File: config.mk
export PLATFORM = sky130hd
export DESIGN_NAME = mem_wb_stage
export DESIGN_NICKNAME = d
export VERILOG_FILES = /design/src/rtl/rv_mem_pkg.sv /design/src/rtl/mem_wb_stage_load_extend.sv /design/src/rtl/mem_wb_stage.sv
export SDC_FILE = /design/constraint.sdc
export NUM_CORES = 1
export LEC_CHECK = 0
export CORE_MARGIN = 5
export CORE_UTILIZATION = 44
export DETAILED_ROUTE_END_ITERATION = 12
export MAX_ROUTING_LAYER = met4
export PLACE_DENSITY = 0.86
export SYNTH_ARGS = -nofsm -noshare
export SYNTH_HDL_FRONTEND = slang
export SYNTH_SLANG_ARGS = --single-unit
File: constraint.sdc
create_clock -name clk -period 1.9 [get_ports clk]
set_input_delay 0.38 -clock clk [delete_from_list [all_inputs] [get_ports clk]]
set_output_delay 0.38 -clock clk [all_outputs]
set_load 0.02 [all_outputs]
File: src/rtl/rv_mem_pkg.sv
// Shared encodings for the memory stage: funct3 load/store codes, FSM states,
// access-size classification and the alignment rule.
package rv_mem_pkg;

  localparam logic [2:0] FUNCT3_LB  = 3'b000;
  localparam logic [2:0] FUNCT3_LH  = 3'b001;
  localparam logic [2:0] FUNCT3_LW  = 3'b010;
  localparam logic [2:0] FUNCT3_LBU = 3'b100;
  localparam logic [2:0] FUNCT3_LHU = 3'b101;
  localparam logic [2:0] FUNCT3_SB  = 3'b000;
  localparam logic [2:0] FUNCT3_SH  = 3'b001;
  localparam logic [2:0] FUNCT3_SW  = 3'b010;

  typedef enum logic {
    IDLE     = 1'b0,
    WAIT_ACK = 1'b1
  } mem_state_e;

  typedef enum logic [1:0] {
    SZ_BYTE = 2'd0,
    SZ_HALF = 2'd1,
    SZ_WORD = 2'd2
  } acc_size_e;

  // Any funct3 that is not a defined byte/half code falls back to a word access.
  function automatic acc_size_e access_size(input logic is_store, input logic [2:0] f3);
    acc_size_e sz;
    sz = SZ_WORD;
    if (f3 == FUNCT3_SB || (!is_store && f3 == FUNCT3_LBU)) begin
      sz = SZ_BYTE;
    end else if (f3 == FUNCT3_SH || (!is_store && f3 == FUNCT3_LHU)) begin
      sz = SZ_HALF;
    end
    return sz;
  endfunction

  function automatic logic misaligned(input acc_size_e sz, input logic [1:0] off);
    logic mis;
    mis = 1'b0;
    case (sz)
      SZ_HALF: mis = off[0];
      SZ_WORD: mis = |off;
      default: mis = 1'b0;
    endcase
    return mis;
  endfunction

endpackage

File: src/rtl/mem_wb_stage_load_extend.sv
// Load data alignment: picks the addressed byte/half lane and sign/zero extends.
module load_extend
  import rv_mem_pkg::*;
#(
  parameter int unsigned XLEN = 32
) (
  input  logic [XLEN-1:0] rdata_i,
  input  logic [1:0]      addr_i,
  input  logic [2:0]      funct3_i,
  output logic [XLEN-1:0] result_o
);

  logic [7:0]  byte_v;
  logic [15:0] half_v;

  // Lane select, then extension chosen by funct3 (unknown codes pass the word).
  always_comb begin
    byte_v   = rdata_i[{addr_i, 3'b000} +: 8];
    half_v   = addr_i[1] ? rdata_i[31:16] : rdata_i[15:0];
    result_o = rdata_i;
    case (funct3_i)
      FUNCT3_LB:  result_o = {{(XLEN-8){byte_v[7]}}, byte_v};
      FUNCT3_LBU: result_o = {{(XLEN-8){1'b0}}, byte_v};
      FUNCT3_LH:  result_o = {{(XLEN-16){half_v[15]}}, half_v};
      FUNCT3_LHU: result_o = {{(XLEN-16){1'b0}}, half_v};
      default:    result_o = rdata_i;
    endcase
  end

endmodule

File: src/rtl/mem_wb_stage.sv
// Memory-access stage and MEM/WB pipeline register. Issues one load/store at a
// time over a req/ack data-memory handshake and stalls upstream until ack.
module mem_wb_stage
  import rv_mem_pkg::*;
#(
  parameter int unsigned XLEN       = 32,
  parameter int unsigned REG_ADDR_W = 5
) (
  input  logic                  clk,
  input  logic                  rst_n,
  input  logic                  ex_mem_valid,
  input  logic [REG_ADDR_W-1:0] ex_mem_rd,
  input  logic                  ex_mem_reg_write,
  input  logic                  ex_mem_mem_read,
  input  logic                  ex_mem_mem_write,
  input  logic [2:0]            ex_mem_funct3,
  input  logic [XLEN-1:0]       ex_mem_alu_result,
  input  logic [XLEN-1:0]       ex_mem_store_data,
  output logic                  dmem_req,
  output logic                  dmem_we,
  output logic [XLEN-1:0]       dmem_addr,
  output logic [XLEN-1:0]       dmem_wdata,
  output logic [3:0]            dmem_be,
  input  logic                  dmem_ack,
  input  logic [XLEN-1:0]       dmem_rdata,
  output logic                  mem_stall,
  output logic                  misalign_fault,
  output logic [REG_ADDR_W-1:0] MEM_WB_RegisterRd,
  output logic                  MEM_WB_RegWrite,
  output logic [XLEN-1:0]       MEM_WB_WriteData
);

  mem_state_e state_q, state_d;

  logic                  is_mem, mis, start_req, fault_d, fault_q;
  acc_size_e             sz;
  logic [1:0]            off;
  logic [3:0]            be_d;
  logic [XLEN-1:0]       wdata_d;
  logic [XLEN-1:0]       load_data;

  logic [XLEN-1:0]       req_addr_q, req_wdata_q;
  logic [3:0]            req_be_q;
  logic                  req_we_q, req_rw_q;
  logic [REG_ADDR_W-1:0] req_rd_q;
  logic [2:0]            req_f3_q;

  logic [REG_ADDR_W-1:0] wb_rd_d, wb_rd_q;
  logic                  wb_we_d, wb_we_q;
  logic [XLEN-1:0]       wb_data_d, wb_data_q;

  // Decode the incoming instruction: size, alignment, store lane placement.
  always_comb begin
    is_mem    = ex_mem_mem_read | ex_mem_mem_write;
    off       = ex_mem_alu_result[1:0];
    sz        = access_size(ex_mem_mem_write, ex_mem_funct3);
    mis       = misaligned(sz, off);
    start_req = (state_q == IDLE) && ex_mem_valid && is_mem && !mis;
    fault_d   = (state_q == IDLE) && ex_mem_valid && is_mem && mis;
    be_d      = 4'b1111;
    wdata_d   = ex_mem_store_data;
    case (sz)
      SZ_BYTE: begin
        be_d    = 4'b0001 << off;
        wdata_d = {4{ex_mem_store_data[7:0]}};
      end
      SZ_HALF: begin
        be_d    = off[1] ? 4'b1100 : 4'b0011;
        wdata_d = {2{ex_mem_store_data[15:0]}};
      end
      default: begin
        be_d    = 4'b1111;
        wdata_d = ex_mem_store_data;
      end
    endcase
  end

  load_extend #(.XLEN(XLEN)) u_load_extend (
    .rdata_i  (dmem_rdata),
    .addr_i   (req_addr_q[1:0]),
    .funct3_i (req_f3_q),
    .result_o (load_data)
  );

  // Next state, upstream stall and MEM/WB next value (bubble by default).
  always_comb begin
    state_d   = state_q;
    mem_stall = 1'b0;
    wb_rd_d   = '0;
    wb_we_d   = 1'b0;
    wb_data_d = '0;
    case (state_q)
      IDLE: begin
        if (start_req) begin
          state_d   = WAIT_ACK;
          mem_stall = 1'b1;
        end else if (ex_mem_valid && !is_mem) begin
          wb_rd_d   = ex_mem_rd;
          wb_we_d   = ex_mem_reg_write && (ex_mem_rd != '0);
          wb_data_d = ex_mem_alu_result;
        end
      end
      WAIT_ACK: begin
        if (dmem_ack) begin
          state_d = IDLE;
          if (!req_we_q) begin
            wb_rd_d   = req_rd_q;
            wb_we_d   = req_rw_q && (req_rd_q != '0);
            wb_data_d = load_data;
          end
        end else begin
          mem_stall = 1'b1;
        end
      end
      default: state_d = IDLE;
    endcase
  end

  // State register and one-cycle misalignment pulse.
  always_ff @(posedge clk or negedge rst_n) begin
    if (!rst_n) begin
      state_q <= IDLE;
      fault_q <= 1'b0;
    end else begin
      state_q <= state_d;
      fault_q <= fault_d;
    end
  end

  // Request latch: captured when a transaction starts, held until ack.
  always_ff @(posedge clk or negedge rst_n) begin
    if (!rst_n) begin
      req_addr_q  <= '0;
      req_wdata_q <= '0;
      req_be_q    <= '0;
      req_we_q    <= 1'b0;
      req_rw_q    <= 1'b0;
      req_rd_q    <= '0;
      req_f3_q    <= '0;
    end else if (start_req) begin
      req_addr_q  <= ex_mem_alu_result;
      req_wdata_q <= wdata_d;
      req_be_q    <= be_d;
      req_we_q    <= ex_mem_mem_write;
      req_rw_q    <= ex_mem_reg_write;
      req_rd_q    <= ex_mem_rd;
      req_f3_q    <= ex_mem_funct3;
    end
  end

  // MEM/WB pipeline register.
  always_ff @(posedge clk or negedge rst_n) begin
    if (!rst_n) begin
      wb_rd_q   <= '0;
      wb_we_q   <= 1'b0;
      wb_data_q <= '0;
    end else begin
      wb_rd_q   <= wb_rd_d;
      wb_we_q   <= wb_we_d;
      wb_data_q <= wb_data_d;
    end
  end

  assign dmem_req          = (state_q == WAIT_ACK);
  assign dmem_we           = req_we_q;
  assign dmem_addr         = {req_addr_q[XLEN-1:2], 2'b00};
  assign dmem_wdata        = req_wdata_q;
  assign dmem_be           = req_be_q;
  assign misalign_fault    = fault_q;
  assign MEM_WB_RegisterRd = wb_rd_q;
  assign MEM_WB_RegWrite   = wb_we_q;
  assign MEM_WB_WriteData  = wb_data_q;

endmodule

-- Word level (Yosys, flattened, before mapping)
Cells that the tools add are included.
- flip-flop bits (word level): 118
- bits of input ports: 111
- output and inout port bits: 110
- word-level logic and storage cells: 70
- equality and inequality tests: 8
- shift operators: 2
- mux-type cells: 26
- bitwise operators: 2
- reductions and logical operators: 20
- operators by type and width (cell ; count):
    $mux 32 ; 4
    $pmux 32 s2 ; 2
    $pmux 32 s4 ; 1
    $shiftx 32x6->8 ; 1
    $mux 5 ; 4
    $mux 16 ; 1
    $eq 3x3->1 const B ; 4
    $pmux 5 s2 ; 1
    $reduce_bool 5->1 ; 2
    $logic_and 1x1->1 ; 9
    $pmux 4 s2 ; 1
    $eq 3x1->1 const B ; 2
    $logic_not 3->1 ; 2
    $mux 1 ; 6
    $pmux 1 s2 ; 3
    $mux 2 ; 2
    $mux 4 ; 1
    $shl 1x2->4 const A ; 1
    $logic_not 1->1 ; 3
    $eq 2x1->1 const B ; 1
    $eq 2x2->1 const B ; 1
    $logic_not 2->1 ; 1
    $logic_or 1x1->1 ; 2
    $reduce_or 2->1 ; 1
    2 further kinds ; 2

-- Depth between registers and ports, before layout
Gate-level depths: netlist of the first run.
- word-level depth: 11
- gate-level depth with buffers: 7
- depth with buffers taken out: 4

-- Modules after synthesis
A second synthesis of the first run with hierarchy kept.
- cells, all modules: 486
- area total of the unflattened synthesis: 6115.9 um2
- by module, submodules not included (module ; times used ; cells each ; area each (um2) ; seq. area each (um2)):
    mem_wb_stage ; 1 ; 390 ; 5270.1 ; 2952.8
    load_extend ; 1 ; 96 ; 845.8 ; 0.0

-- Worst setup path after synthesis of the first run
Ideal clock, no wire load.
- path type: reg2out
- start: register state_q (netlist: dmem_req)
- end: output port mem_stall
- arrival: 1.651 ns
- required time: 1.520 ns
- setup slack: -0.131 ns
- stages on the path, launching flop included: 7
- buffers on the path: 2
- path through: dfrtp_1 -> nand2b_1 -> nor2_1 -> nand3_1 -> buf_2 -> buf_4 -> o21ai_0
- word-level cells in the longest chain between the ends: 6
- RTL lines (element ; RTL line ; text):
    from (decl) ; mem_wb_stage.sv:33 ; mem_state_e state_q, state_d;
    from (signal assigned) ; mem_wb_stage.sv:125 ; state_q <= state_d;
    $not 1->1 ; n/a ;
    $logic_and 1x1->1 (3 in a row) ; mem_wb_stage.sv:58 ; start_req = (state_q == IDLE) && ex_mem_valid && is_mem && !mis;
    $mux 1 ; mem_wb_stage.sv:94 ; if (start_req) begin
    $pmux 1 s2 (*) ; mem_wb_stage.sv:92 ; case (state_q)
    to (decl) ; mem_wb_stage.sv:26 ; output logic mem_stall,
Every way passes the cells marked *; elsewhere a longest branch is shown, timed or not.

-- Final worst setup path of the first run
- start: input port ex_mem_funct3[0]
- end: register req_wdata_q[15] (netlist: dmem_wdata[15])
- word-level cells in the longest chain between the ends: 9
- elaborated cells between the ends (all ways): 17
- classes of those cells: eq/ne: 5; mux: 4; reduce/logical: 8
- RTL lines (element ; RTL line ; text):
    from (decl) ; mem_wb_stage.sv:16 ; input logic [2:0] ex_mem_funct3,
    $eq 3x3->1 ; rv_mem_pkg.sv:31 ; end else if (f3 == FUNCT3_SH || (!is_store && f3 == FUNCT3_LHU)) begin
    $logic_and 1x1->1 ; rv_mem_pkg.sv:31 ;
    $logic_or 1x1->1 ; rv_mem_pkg.sv:31 ;
    $mux 2 ; rv_mem_pkg.sv:31 ;
    $mux 2 (*) ; rv_mem_pkg.sv:29 ; if (f3 == FUNCT3_SB || (!is_store && f3 == FUNCT3_LBU)) begin
    $eq 2x2->1 or $eq 2x1->1 (tied branches) ; rv_mem_pkg.sv:40, mem_wb_stage.sv:62 ;
    $pmux 1 s2 ; rv_mem_pkg.sv:40 ; case (sz)
    $logic_not 1->1 ; mem_wb_stage.sv:58 ;
    $logic_and 1x1->1 ; mem_wb_stage.sv:58 ;
    to (signal assigned) ; mem_wb_stage.sv:142 ; req_wdata_q <= wdata_d;
    to (decl) ; mem_wb_stage.sv:42 ; logic [XLEN-1:0] req_addr_q, req_wdata_q;
Marked as above.
A chain may end at the register's enable or synchronous reset.

==> results of run 1 <==
## final timing paths
kind	end	depth (start not counted)
worst max register to register	MEM_WB_WriteData[9]	4
max in group asynchronous	dmem_req	3
min in group clk	req_f3_q[1]	3
worst min-delay path	dmem_wdata[1]	2
worst min register to register	req_addr_q[7]	1
worst max-delay path	dmem_wdata[15]	6
## per-layer routing
layer | share of wire | global-route usage | vias up
li1 | - | - | 2129
met1 | 0.38 | 0.281 | 2332
met2 | 0.49 | 0.412 | 273
met3 | 0.084 | 0.0682 | 60
met4 | 0.044 | 0.126 | 0
met5 | 0 | - | -
## flip-flops by register name, indices dropped and copies added, names as in the netlist, 3 cells and up
register,count
MEM_WB_RegisterRd,5
req_addr_q,32
MEM_WB_WriteData,32
req_f3_q,3
dmem_wdata,32
req_rd_q,5
dmem_be,4
## worst register-to-register path: cells and delay by family, from the launching register on
| kind | cells | cell delay, ns |
|---|---|---|
| multiplexers | 1 | 0.58 |
| AO/OA/AOI/OAI | 2 | 0.44 |
| flip-flops | 1 | 0.43 |
| AND/OR/NAND/NOR | 1 | 0.23 |
## report_power, final
part	switching [mW]	internal, mW	leakage (nW)	total (mW)
clock network	1.11	1.88	0.268	2.98
logic	1.61	1.72	1.99	3.33
registers	0.357	3.08	1.47	3.43
total	3.07	6.68	3.72	9.75
## what timing repair did
action	in CTS	in global routing
resized for setup	14	1
buffers inserted	1	1
endpoints found under the hold margin	10	0
pin swaps	2	1
endpoints found under the setup margin	37	1
hold buffers	1	0
## kinds of logic (layout without fill, tap and decap cells)
logic type	Yosys count	count (layout)	share of synthesized area
DFF	118	118	0.529
and+or+nand+nor	103	103	0.0857
AOI/OAI and AO/OA	95	95	0.122
other	1	3	0.000672
buffers and inverters	72	298	0.0756
muxes	93	93	0.187
## synthesized netlist by cell type, types with 2 or more instances
cell,instances
clkbuf_1,16
o21ai_0,33
nand3_1,9
o211ai_1,2
mux2i_1,17
nor3_1,2
a221o_1,17
nor2b_1,2
buf_1,3
buf_4,37
nor2_1,17
nand3b_1,2
a2111oi_0,3
inv_1,11
nand2_1,51
a22o_1,7
o21a_1,2
dfrtp_1,118
or2_2,2
a21oi_1,11
buf_2,4
or4_1,3
o31ai_1,2
a211oi_1,2
mux2_2,75
nand2b_1,8
a21boi_0,5
o22ai_1,5
## area by class of cell
type                    instances  area, um^2  share of cell area
diodes                          1        2.50            0.000292
clock buffers                  22         474              0.0553
clock inverters                 9        77.6             0.00904
inverters                      11        41.3             0.00481
multi-input cells             293        2250               0.262
flip-flops and latches        118        2950               0.344
well taps                     172         215              0.0251
repair buffers                256        2570               0.299
## cells in the final DEF (no fill, tap or decap), drive strengths merged, types with 7 or more instances in the layout
cell type / instances
nor2: 17
mux2i: 17
clkdlybuf4s50: 212
nand3: 9
a221o: 17
dfrtp: 118
a22o: 7
a21oi: 11
o21ai: 33
mux2: 75
buf: 39
nand2: 51
clkbuf: 22
inv: 11
nand2b: 8
==> impl_metrics.py, run 1 <==
metrics = {
    "sta": {
        "fin_worst_skew_ns": 0.00761,
        "hold_violations": 0,
        "maxSlewHeadroom": 0.651,
        "holdWs_ns": 0.358,
        "fin_ws_ns": 0.0611,
        "min_period_over_period": 0.968,
        "timing.fmax_ghz": 0.544,
        "tightest_slew_ns": 0.511,
        "final_max_slew_viol_count": 0,
        "grt_setup_unrepaired": "false",
        "finalSetupTns_ns": 0,
        "min_period_ns": 1.84,
        "setup_viol": 0,
    },
    "setup_path": {
        "worst_setup_path_end_kind": "flop",
        "worstPathArrival_ns": 2.13,
        "start_kind": "primary input",
        "crit_path_top_delay_cell": "clkdlybuf4s50_1",
        "crit_path_max_incr_delay_ns": 0.43,
        "critPathBufInv": 3,
        "ff2ff_setup_slack_ns": 0.08,
        "crit_type": "in -> reg",
        "cpLargestDelayFamily": "buffers and inverters",
        "cpMostUsedCell": "mux2_2",
        "critical_path.cell_chain": "clkdlybuf4s50_1, buf_4, a211oi_2, buf_12, mux2_2, mux2_2",
        "crit_fanout": 14,
        "worstSetupStartpoint": "ex_mem_funct3[0]",
        "worstPathRequired_ns": 2.19,
        "reg2reg_from": "req_addr_q[1]",
    },
    "layout": {
        "finalNetCount": 808,
        "final.fill_count": 919,
        "syn_to_final_growth_pct": 53.8,
        "fin_util": 0.685,
        "design_area_um2": 8580,
        "final_cell_count_no_fill": 882,
        "drive_gt1_frac": 0.219,
    },
    "floorplanning": {
        "initial_core_util": 0.446,
        "die_y_um": 123,
        "die_width_um": 123,
        "fp-row-count": 41,
        "die_area_um2": 15000,
        "pin_count": 221,
        "core_um2": 12500,
    },
    "detailed_routing": {
        "drt-total-wl_um": 18000,
        "routedWlPerCell_um": 20.5,
        "drtIter0Drc": 410,
        "vias": 4794,
        "postRouteAntennaNets": 0,
        "first_pass_iters": 5,
        "drc": 0,
        "viasPerCell": 5.44,
    },
    "placed_design": {
        "port_buffers": 218,
        "place_congestion": 0.895,
        "place_inst": 847,
        "dp_hpwl_um": 13500,
        "place_ws_ns": -0.631,
        "dpl_cell_area_um2": 7990,
    },
    "logic_synthesis": {
        "synthArstFlopShare": 1.00,
        "synth_cells": 482,
        "yosys_register_bits": 118,
        "yosysTopAreaCell": "dfrtp_1",
        "synth_top_area_share": 0.529,
        "avgSynthCellArea_um2": 11.6,
        "synthFlopType": "dfrtp_1",
        "ys_top_cells_by_area": "dfrtp_1 (53%), mux2_2 (15%), buf_4 (5.0%), nand2_1 (3.4%), a221o_1 (3.1%)",
        "yosysSeqAreaShare": 0.529,
        "yosys_warnings": 0,
        "syn_area_um2": 5580,
        "synth-edff-count": 0,
        "yosysUniqueCellTypes": 44,
    },
    "global_routing": {
        "grt_overflow_total": 0,
        "grt_max_degree": 45,
        "antenna_found_initial": 1,
        "grt.total_usage": 0.250,
        "grt_pass1_vias": 5166,
        "grt_pass1_wl_um": 27600,
    },
    "cts": {
        "clk_pin_slew_worst_paths_ns": 0.05,
        "clockBufferDepth": 2,
        "root_buffer": "clkbuf_16",
        "tritoncts": "built",
        "numCtsBuffers": 17,
        "worst_skew_pair.late_latency_ns": 0.41,
        "cts.sinks": 118,
        "h-tree-depth": 4,
    },
    "power": {
        "p_leak_nw": 3.72,
        "vdd_drop_max_mv": 0.693,
        "p_per_area_nw_per_um2": 1140,
        "p_total_mw": 9.75,
    },
    "status": {
        "outcome": "completed",
    },
    "run": {
        "cap_violations": 0,
    },
    "worst_hold_path": {
        "hold_path_class": "in -> async",
    },
}
No activity file was read; power rests on OpenSTA's default activity.
==> inputs of run 2 (changes only) <==
--- a/config.mk
+++ b/config.mk
@@ -5,11 +5,14 @@
 export SDC_FILE = /design/constraint.sdc
 export NUM_CORES = 1
 export LEC_CHECK = 0
+export ABC_AREA = 0
 export CORE_MARGIN = 5
-export CORE_UTILIZATION = 44
+export CORE_UTILIZATION = 55
+export CTS_CLUSTER_SIZE = 10
 export DETAILED_ROUTE_END_ITERATION = 12
+export DONT_BUFFER_PORTS = 1
 export MAX_ROUTING_LAYER = met4
-export PLACE_DENSITY = 0.86
+export PLACE_DENSITY = 0.75
 export SYNTH_ARGS = -nofsm -noshare
 export SYNTH_HDL_FRONTEND = slang
 export SYNTH_SLANG_ARGS = --single-unit
==> run 2 against run 1 <==
  * The flow now finishes with violations (hold timing)
  * Sequential share of layout area increased by 8.5 points
  * Via count decreased by 15%
  * Cell count down 24%
  * Register-to-register slack about the same
  * Maximum frequency shrank 0.63%
  * Sequential power is 21% higher
  * Combinational power fell by 57%
  * First-iteration DRC count decreased by 19%
  * Core utilization increased by 1.5 points
  * Die area down 18%
  * Non-clock buffer count decreased by 172
  * Critical path type is now reg -> out
==> impl_metrics.py, run 2 (synthesis gave the netlist of run 1 again) <==
metrics = {
    "detailed_routing": {
        "drc": 0,
        "drt-total-wl_um": 16200,
        "routedWlPerCell_um": 24.2,
        "postRouteAntennaNets": 0,
        "vias": 4070,
        "first_pass_iters": 4,
        "viasPerCell": 6.07,
        "drtIter0Drc": 333,
    },
    "layout": {
        "syn_to_final_growth_pct": 23.3,
        "design_area_um2": 6880,
        "fin_util": 0.701,
        "diodes": 0,
        "final_common_cell": "dfrtp_1",
        "final_cell_mix": "dfrtp_1 (118), mux2_2 (75), dlygate4sd3_1 (56)",
        "drive_gt1_frac": 0.273,
        "finalNetCount": 636,
    },
    "cts": {
        "tritoncts": "built",
        "worst_skew_pair.late_latency_ns": 0.51,
        "h-tree-depth": 4,
        "numCtsBuffers": 17,
        "clockBufferDepth": 2,
        "clk_pin_slew_worst_paths_ns": 0.06,
        "root_buffer": "clkbuf_8",
        "cts.sinks": 118,
    },
    "sta": {
        "setup_viol": 0,
        "min_period_ns": 1.85,
        "finalSetupTns_ns": 0,
        "final_max_slew_viol_count": 0,
        "tightest_slew_ns": 0.729,
        "timing.fmax_ghz": 0.540,
        "holdWs_ns": -0.439,
        "hold_violations": 118,
        "fin_worst_skew_ns": 0.0128,
        "fin_ws_ns": 0.0494,
        "min_period_over_period": 0.974,
        "maxSlewHeadroom": 0.513,
    },
    "floorplanning": {
        "fp-row-count": 36,
        "die_y_um": 111,
        "core_um2": 9820,
        "die_width_um": 111,
        "pin_count": 221,
        "die_area_um2": 12300,
        "initial_core_util": 0.568,
    },
    "global_routing": {
        "grt_max_degree": 119,
        "grt_overflow_total": 0,
        "antenna_found_initial": 0,
        "grt_pass1_wl_um": 24900,
        "grt_pass1_vias": 4352,
        "grt.total_usage": 0.267,
    },
    "setup_path": {
        "crit_fanout": 4,
        "crit_type": "reg -> out",
        "start_kind": "flop",
        "worst_setup_path_end_kind": "output pin",
        "worstPathArrival_ns": 1.47,
        "worstPathRequired_ns": 1.52,
    },
    "worst_hold_path": {
        "hold_path_class": "in -> async",
    },
    "power": {
        "vdd_drop_max_mv": 0.720,
        "p_per_area_nw_per_um2": 1320,
        "p_leak_nw": 3.09,
    },
    "status": {
        "violations": "hold timing",
        "outcome": "finished with violations",
    },
    "placed_design": {
        "dpl_cell_area_um2": 5580,
        "port_buffers": 0,
        "place_congestion": 0.855,
        "dp_hpwl_um": 10500,
        "place_ws_ns": 0.0552,
    },
    "run": {
        "cap_violations": 0,
    },
}
## run 2: cell count changes in the layout (fill, tap and decap cells not counted), sizes merged, moves of 4 or more
cell           previous run  this run
clkdlybuf4s50           212         0
buf                      39        28
clkbuf                   22        18
bufinv                    1         5
dlygate4sd2               4         0
dlygate4sd3               1        56
## run 2: critical path: stages (launching register included)
cell and delay (ns):
dfrtp_1 0.41, nand2b_4 0.18, nor2_4 0.16, nand3_4 0.10
o21ai_4 0.11
## run 2: layer usage
metal | global-route usage | routed length [um] | vias to the layer above
met2 | 0.447 | 8570 | 218
met4 | 0.108 | 412 | 0
li1 | - | - | 1775
met1 | 0.286 | 5760 | 2045
met3 | 0.0983 | 1490 | 32
met5 | - | 0 | -
## run 2: what timing repair did
item                                    4_1_cts  5_1_grt
hold buffers                                 51        5
gates cloned                                  0        0
gates resized for setup                       3        3
endpoints found under the setup margin        4        4
endpoints found under the hold margin       168      122
setup buffers                                 5        3
pin swaps                                     2        2
## run 2: report_power, final
part	internal, mW	switching (mW)
Combinational	0.781	0.648
Clock	2.31	1.19
Sequential	3.07	1.07
Total	6.16	2.90
## run 2: worst paths after layout
path                                        from                   end  slack [ns]  cells past startpoint
hold / removal                             rst_n        req_addr_q[31]       -0.44                      0
setup / recovery                        dmem_req             mem_stall        0.05                      4
max in group asynchronous                  rst_n  MEM_WB_WriteData[21]        2.11                      0
setup reg to reg                        dmem_req            dmem_be[1]        0.07                      9
min in group clk           ex_mem_alu_result[24]        req_addr_q[24]        0.02                      1
hold reg to reg                         req_rw_q              req_rw_q        0.52                      1
## run 2: through the flow
stage	instances	total power, mW	hold slack [ns]
after floorplan	483	5.26	0.0844
after global placement	575	5.35	0.0886
after detailed placement	575	5.43	0.0886
after CTS	663	9.03	-0.459
after global routing	671	9.41	-0.464
final	671	9.06	-0.439
## run 2: cell type report
| class | count | area [um^2] |
|---|---|---|
| Clock buffer | 18 | 428 |
| Clock inverter | 14 | 225 |
| Fill cell | 694 | 2940 |
| Inverter | 11 | 41.3 |
| Multi-Input combinational cell | 293 | 2260 |
| Sequential cell | 118 | 2950 |
| Tap cell | 133 | 166 |
| Timing Repair Buffer | 84 | 808 |
